## src/rtl/uart_boot_loader.sv

```systemverilog
// 8N1 UART receiver feeding a program loader that packs bytes little-endian into 32-bit
// words and writes them to sequential instruction-memory addresses while load_en is high.
//
// state   | meaning
// --------+-------------------------------------------------------------
// S_IDLE  | line idle, waiting for a 1->0 edge on the synced line
// S_START | half a bit into the start bit, confirming it is still low
// S_DATA  | sampling 8 data bits LSB first, one per bit time
// S_STOP  | sampling the stop bit, then emitting rx_valid or frame_err
module uart_boot_loader #(
    parameter int CLK_FREQ     = 50_000_000,
    parameter int UART_BPS     = 115_200,
    parameter int ADDR_WIDTH   = 10,
    parameter int TIMEOUT_BITS = 32
) (
    input  logic                  clk,
    input  logic                  rst_n,
    input  logic                  uart_rx,
    input  logic                  load_en,
    output logic [7:0]            rx_data,
    output logic                  rx_valid,
    output logic                  frame_err,
    output logic                  imem_we,
    output logic [ADDR_WIDTH-1:0] imem_addr,
    output logic [31:0]           imem_data,
    output logic [ADDR_WIDTH-1:0] load_words
);

    localparam int CYCLE    = CLK_FREQ / UART_BPS;
    localparam int CNT_W    = $clog2(CYCLE);
    localparam int TMO_CLKS = TIMEOUT_BITS * CYCLE;
    localparam int TMO_W    = $clog2(TMO_CLKS);
    localparam logic [CNT_W-1:0] CNT_LAST = CNT_W'(CYCLE - 1);
    localparam logic [CNT_W-1:0] CNT_HALF = CNT_W'(CYCLE / 2 - 1);
    localparam logic [TMO_W-1:0] TMO_LOAD = TMO_W'(TMO_CLKS - 1);

    typedef enum logic [1:0] {S_IDLE, S_START, S_DATA, S_STOP} state_t;

    state_t                 state;
    logic [CNT_W-1:0]       cnt;
    logic [2:0]             bit_idx;
    logic [7:0]             shift;
    logic                   rx_s1;
    logic                   rx_s2;
    logic                   rx_prev;

    logic                   load_en_d;
    logic                   load_rise;
    logic [1:0]             byte_idx;
    logic [23:0]            word;
    logic [ADDR_WIDTH-1:0]  wr_addr;
    logic [TMO_W-1:0]       tmo_cnt;

    // rx_prev trails the synchroniser output by one cycle for start-edge detection
    always_ff @(posedge clk or negedge rst_n) begin
        if (!rst_n) begin
            rx_s1   <= 1'b1;
            rx_s2   <= 1'b1;
            rx_prev <= 1'b1;
        end else begin
            rx_s1   <= uart_rx;
            rx_s2   <= rx_s1;
            rx_prev <= rx_s2;
        end
    end

    always_ff @(posedge clk or negedge rst_n) begin
        if (!rst_n) begin
            state     <= S_IDLE;
            cnt       <= '0;
            bit_idx   <= '0;
            shift     <= '0;
            rx_data   <= '0;
            rx_valid  <= 1'b0;
            frame_err <= 1'b0;
        end else begin
            rx_valid  <= 1'b0;
            frame_err <= 1'b0;
            case (state)
                S_IDLE: begin
                    if (rx_prev && !rx_s2) begin
                        cnt   <= '0;
                        state <= S_START;
                    end
                end
                S_START: begin
                    if (cnt == CNT_HALF) begin
                        cnt     <= '0;
                        bit_idx <= '0;
                        state   <= rx_s2 ? S_IDLE : S_DATA;
                    end else begin
                        cnt <= cnt + 1'b1;
                    end
                end
                S_DATA: begin
                    if (cnt == CNT_LAST) begin
                        cnt            <= '0;
                        shift[bit_idx] <= rx_s2;
                        if (bit_idx == 3'd7)
                            state <= S_STOP;
                        else
                            bit_idx <= bit_idx + 1'b1;
                    end else begin
                        cnt <= cnt + 1'b1;
                    end
                end
                S_STOP: begin
                    if (cnt == CNT_LAST) begin
                        cnt   <= '0;
                        state <= S_IDLE;
                        if (rx_s2) begin
                            rx_data  <= shift;
                            rx_valid <= 1'b1;
                        end else begin
                            frame_err <= 1'b1;
                        end
                    end else begin
                        cnt <= cnt + 1'b1;
                    end
                end
                default: state <= S_IDLE;
            endcase
        end
    end

    assign load_rise  = load_en & ~load_en_d;
    assign load_words = wr_addr;

    // Word count and next write address always move together, so one register serves both
    always_ff @(posedge clk or negedge rst_n) begin
        if (!rst_n) begin
            load_en_d <= 1'b0;
            byte_idx  <= '0;
            word      <= '0;
            wr_addr   <= '0;
            tmo_cnt   <= '0;
            imem_we   <= 1'b0;
            imem_addr <= '0;
            imem_data <= '0;
        end else begin
            load_en_d <= load_en;
            imem_we   <= 1'b0;

            if (rx_valid)
                tmo_cnt <= TMO_LOAD;
            else if (tmo_cnt != '0)
                tmo_cnt <= tmo_cnt - 1'b1;

            if (load_rise) begin
                wr_addr <= '0;
                if (rx_valid) begin
                    word[7:0] <= rx_data;
                    byte_idx  <= 2'd1;
                end else begin
                    byte_idx <= '0;
                end
            end else if (!load_en) begin
                byte_idx <= '0;
            end else if (rx_valid) begin
                byte_idx <= byte_idx + 1'b1;
                case (byte_idx)
                    2'd0: word[7:0]   <= rx_data;
                    2'd1: word[15:8]  <= rx_data;
                    2'd2: word[23:16] <= rx_data;
                    default: begin
                        imem_we   <= 1'b1;
                        imem_addr <= wr_addr;
                        imem_data <= {rx_data, word};
                        wr_addr   <= wr_addr + 1'b1;
                    end
                endcase
            end else if (byte_idx != '0 && tmo_cnt == '0) begin
                byte_idx <= '0;
            end
        end
    end

endmodule

```

## config.mk

```make
export PLATFORM = sky130hd
export DESIGN_NAME = uart_boot_loader
export DESIGN_NICKNAME = d
export VERILOG_FILES = /design/src/rtl/uart_boot_loader.sv
export SDC_FILE = /design/constraint.sdc
export NUM_CORES = 1
export LEC_CHECK = 0
export CORE_ASPECT_RATIO = 2
export CORE_UTILIZATION = 30
export CTS_BUF_LIST = sky130_fd_sc_hd__clkbuf_2 sky130_fd_sc_hd__clkbuf_4 sky130_fd_sc_hd__clkbuf_8
export CTS_CLUSTER_DIAMETER = 120
export DETAILED_ROUTE_END_ITERATION = 16
export PLACE_DENSITY_LB_ADDON = 0.08
export SYNTH_ARGS = -nofsm -noshare
export SYNTH_HDL_FRONTEND = slang
export SYNTH_SLANG_ARGS = --single-unit
```

## constraint.sdc

```tcl
create_clock -name clk -period 2.8 [get_ports clk]
set_input_delay 0.42 -clock clk [delete_from_list [all_inputs] [get_ports clk]]
set_output_delay 0.42 -clock clk [all_outputs]
set_load 0.01 [all_outputs]
```

# Yosys cells after proc, flatten, opt, wreduce, memory -nomap -nowiden
# Index checks and enable logic that the tools add are counted.
# totals
reg_bits,129
output_inout_bits,63
# classes
add_sub_neg,5
n_lt_le_gt_ge,2
n_eq_ne,16
muxes,44
n_bitwise,4
reduce_logical,25
# op_table
op,count
10-bit 2-to-1 mux,4
8-bit 2-to-1 mux,5
14-bit 2-to-1 mux,2
9-bit 2-to-1 mux,3
9-bit one-hot mux with 3 select lines,1
2-bit 2-to-1 mux,10
4-bit AND reduction,4
14-bit logical NOT,1
14-bit nonzero test,1
"14-bit by 1-bit subtractor with 14-bit output, second input constant",1
1-bit 2-to-1 mux,12
"2-bit inequality test, second input constant",6
2-bit nonzero test,6
"10-bit by 1-bit adder with 10-bit output, second input constant",1
"9-bit by 1-bit adder with 9-bit output, second input constant",1
"9-bit by 8-bit == test with 1-bit output, second input constant",1
"9-bit == test, second input constant",1
3-bit 2-to-1 mux,3
3-bit AND reduction,3
8-bit bitwise mux,1
2-bit one-hot mux with 4 select lines,1
"2-bit == test, second input constant",3
3-bit one-hot mux with 2 select lines,1
5-bit AND reduction,1
17 further kinds,23

# Longest topological paths before layout
# depth
ltp_word,6
depth_mapped,7
ltp_nobuf,6

# Least setup slack after synthesis
# No wires, ideal clock.
# synth_timing
path_kind,register -> register
from,register cnt[2]
to,register shift[5]
arrival_time_ns,2.054
path_slack_ns,0.622
stages_incl_launch_ff,5
cell_sequence,dfrtp_1 -> or4b_4 -> or4_4 -> nor3b_2 -> mux2_2
# synth_via
elab_chain_cells,2
# synth_rtl
element,line_no,source
from (decl),40,logic [CNT_W-1:0] cnt;
from (signal assigned),92,cnt <= cnt + 1'b1;
from (signal assigned),104,cnt <= cnt + 1'b1;
from (signal assigned),118,cnt <= cnt + 1'b1;
9-bit == test,96,if (cnt == CNT_LAST) begin
2-bit AND reduction (no line),--,
"to (signal, indexed assignment)",98,shift[bit_idx] <= rx_s2;
to (decl),42,logic [7:0] shift;
# No other way between the ends.
# A chain may end at the register's enable or synchronous reset.

# Worst setup path in the final report
# layout_timing
from,register rx_valid
to,output rx_valid
# layout_rtl
element,line_no,source
from (decl),21,"output logic rx_valid,"
from (signal assigned),74,rx_valid <= 1'b0;
from (signal assigned),77,rx_valid <= 1'b0;
from (signal assigned),113,rx_valid <= 1'b1;
# No word-level cell between the ends.

==> metrics.txt <==
Hold Slack=0.359 ns; port bufs=66; Max Used Layer=met4; Period Utilization, post-route=82.3%; Post-synth EDFFs=0; commonest cells in the netlist=156 x nand2_1, 126 x dfrtp_1, 40 x mux2_2, 20 x o21ai_0, 19 x nor2_1; max_slew headroom=41.9%; largest net degree at the start of global routing=44; nature of the critical path startpoint=flop; count of pins over their slew limit=0; CTS H-tree lvls=4; placed cell area=6570 um2; Max Fanout on Critical Path=20; top-area cell type share of the netlist area=56.3%; clock transition at the registers of the reported paths=0.08 ns; PD cells=540 nW/um2; area of the multi-input gates=2220 um2; first-pass GRT wire length=23000 um; setup TNS=0 ns; FMAX=0.434 GHz; crit-path max cell delay=0.79 ns; CP max-delay cell=dfrtp_1; initial antenna violation count=0; Pre-Repair DR Iteration Count=4; Worst Setup End Kind=output pin; synthesized cell area=5600 um2; distinct cell type count of the synthesized netlist=52; Fillers=1804; cells after synthesis=536; routed wl met2=8010 um; vias=4144; worst skew pair latency=0.43 ns; most numerous cell in the Yosys netlist=nand2_1; GRT overflow=0; worst hold path type=reg -> reg; Initial DRC Count=168; Clock Path Buffers=2; GP Congestion=0.741; cell family with most CP delay=flip-flops; post-route ant nets=0; Least-Margin Pin Slew=0.863 ns; DR WL met3=334 um; share of layout cells above drive strength 1=15.4%; Chip Height=195 um; hold buffers post-CTS=1; outcome=complete, no violations; vias in the first global route=4377; Max Cap Viol=0; Reg area=3230 um2; Area Growth Syn to Fin=24.6%; Detail Placement HPWL=9940 um; Worst Path Required=2.38 ns; Finished Cell Area=6970 um2; RSZ-0062 raised after global routing=no; I/O pin cnt=67; post_cts resized=0; average size of a mapped cell=10.4 um2; Crit path buffers/inverters=1; final wirelength=14000 um; CTS tree=built; minimum clock period=2.30 ns; Die X=98.6 um; final setup fails=0; syn nets=551; synth warn=0; Final nets=631; VDD IR max=0.332 mV; Synth area leaders=dfrtp_1 56%, nand2_1 10%, mux2_2 8.0%, ha_1 2.5%, o21ai_0 1.8%; DRC=0; M1 WL=5440 um; leak pwr=3.39 nW; Setup Skew=0.00984 ns; register area share after synthesis=57.7%; Cell Chain, Critical Path=clkdlybuf4s50_1; Clock Sinks=129; Crit path arrival time=1.88 ns; Async SR Flop Fraction=100%; Total GRT Usage=15.7%; Clock Tree Root=clkbuf_8; Finished Core Util=38.1%; Fin. Hold Viols=0; cell taking the most area after synthesis=dfrtp_1; Core ar.=18300 um2; row cnt=70; Top FF cell, synth=dfrtp_1; drt wl/cell=16.6 um; die area=19200 um2; initial core utilization=30.6%; Setup Crit Path Kind=reg -> out; total power=3.76 mW; vias per cell=4.90; antenna cell count=0; CTS Buf Count=17; Post-CTS Repair Setup Buffers=0; number of synthesized register bits=129
[report_power, final]
group / internal, mW / total [mW] / leakage, nW / switching [mW]
logic: 0.0808 / 0.224 / 1.41 / 0.143
registers: 1.90 / 1.96 / 1.78 / 0.0569
clock network: 0.824 / 1.58 / 0.195 / 0.758
total: 2.81 / 3.76 / 3.39 / 0.958
[final timing paths]
path	startpoint	to	slack, ns	cells past startpoint
setup reg to reg	cnt[2]	shift[5]	0.53	4
max in group asynchronous	rst_n	rx_s1	1.46	3
setup / recovery	rx_valid	rx_valid	0.50	1
hold reg to reg	rx_s1	rx_s2	0.36	0
hold / removal	rx_s1	rx_s2	0.36	0
min in group asynchronous	rst_n	imem_addr[0]	0.52	2
[cells in the final DEF (no fill, tap or decap), types with 4 or more instances in the layout]
cell type          n
nand2b_1           4
ha_1              11
nor3_1             9
clkdlybuf4s50_1   65
o41ai_1            4
o21ai_0           20
or3_1              6
a21oi_1            9
buf_4             15
xor2_1             4
o22ai_1            5
mux2_2            40
or4_1              5
nor2_1            19
clkinv_2           4
nand3b_1           4
dfrtp_1          126
mux2i_1            5
nor2b_1            6
nand3_1            7
nand4_1            8
nand2_1          156
nor4_1             9
inv_1             16
clkbuf_8          18
[layout make-up]
class                   count  area share, %
inverters                  17          0.915
repair buffers             82           11.4
well taps                 216           3.88
flip-flops and latches    129           46.3
clock buffers              19           3.66
multi-input cells         369           31.8
clock inverters            13           1.97
[through the flow]
| step | std cells | worst slack, ns |
|---|---|---|
| 2_1_floorplan | 536 | 0.622 |
| 3_3_place_gp | 812 | 0.563 |
| 3_5_place_dp | 812 | 0.546 |
| 4_1_cts | 845 | 0.443 |
| 5_1_grt | 845 | 0.390 |
| 6_report | 845 | 0.496 |
[cells by family (layout without fill, tap and decap cells)]
logic type,Yosys count,in the layout,synth area share [%]
AOI/OAI and AO/OA,59,59,6.86
buffers and inverters,38,131,2.59
DFF,129,129,57.7
and+or+nand+nor,248,248,20.5
xor gates and xnor gates,6,6,0.939
adders and majority gates,11,11,2.46
muxes,45,45,8.94
[registers in the layout (all words and copies together) (netlist names), named ones only]
signal and cells:
imem_data 32, word 24, tmo_cnt 14, imem_addr 10, load_words 10, cnt 9, rx_data 8, shift 8
bit_idx 3, byte_idx 2, frame_err 1, imem_we 1, load_en_d 1, rx_prev 1, rx_s1 1, rx_s2 1
rx_valid 1, state 1
[routing by layer]
metal / up-vias / global-route usage [%]
li1: 1995 / -
met1: 2065 / 16.2
met2: 70 / 30.4
met3: 14 / 3.22
met4: 0 / 5.97
met5: - / 0
(Power assumes the default switching activity.)
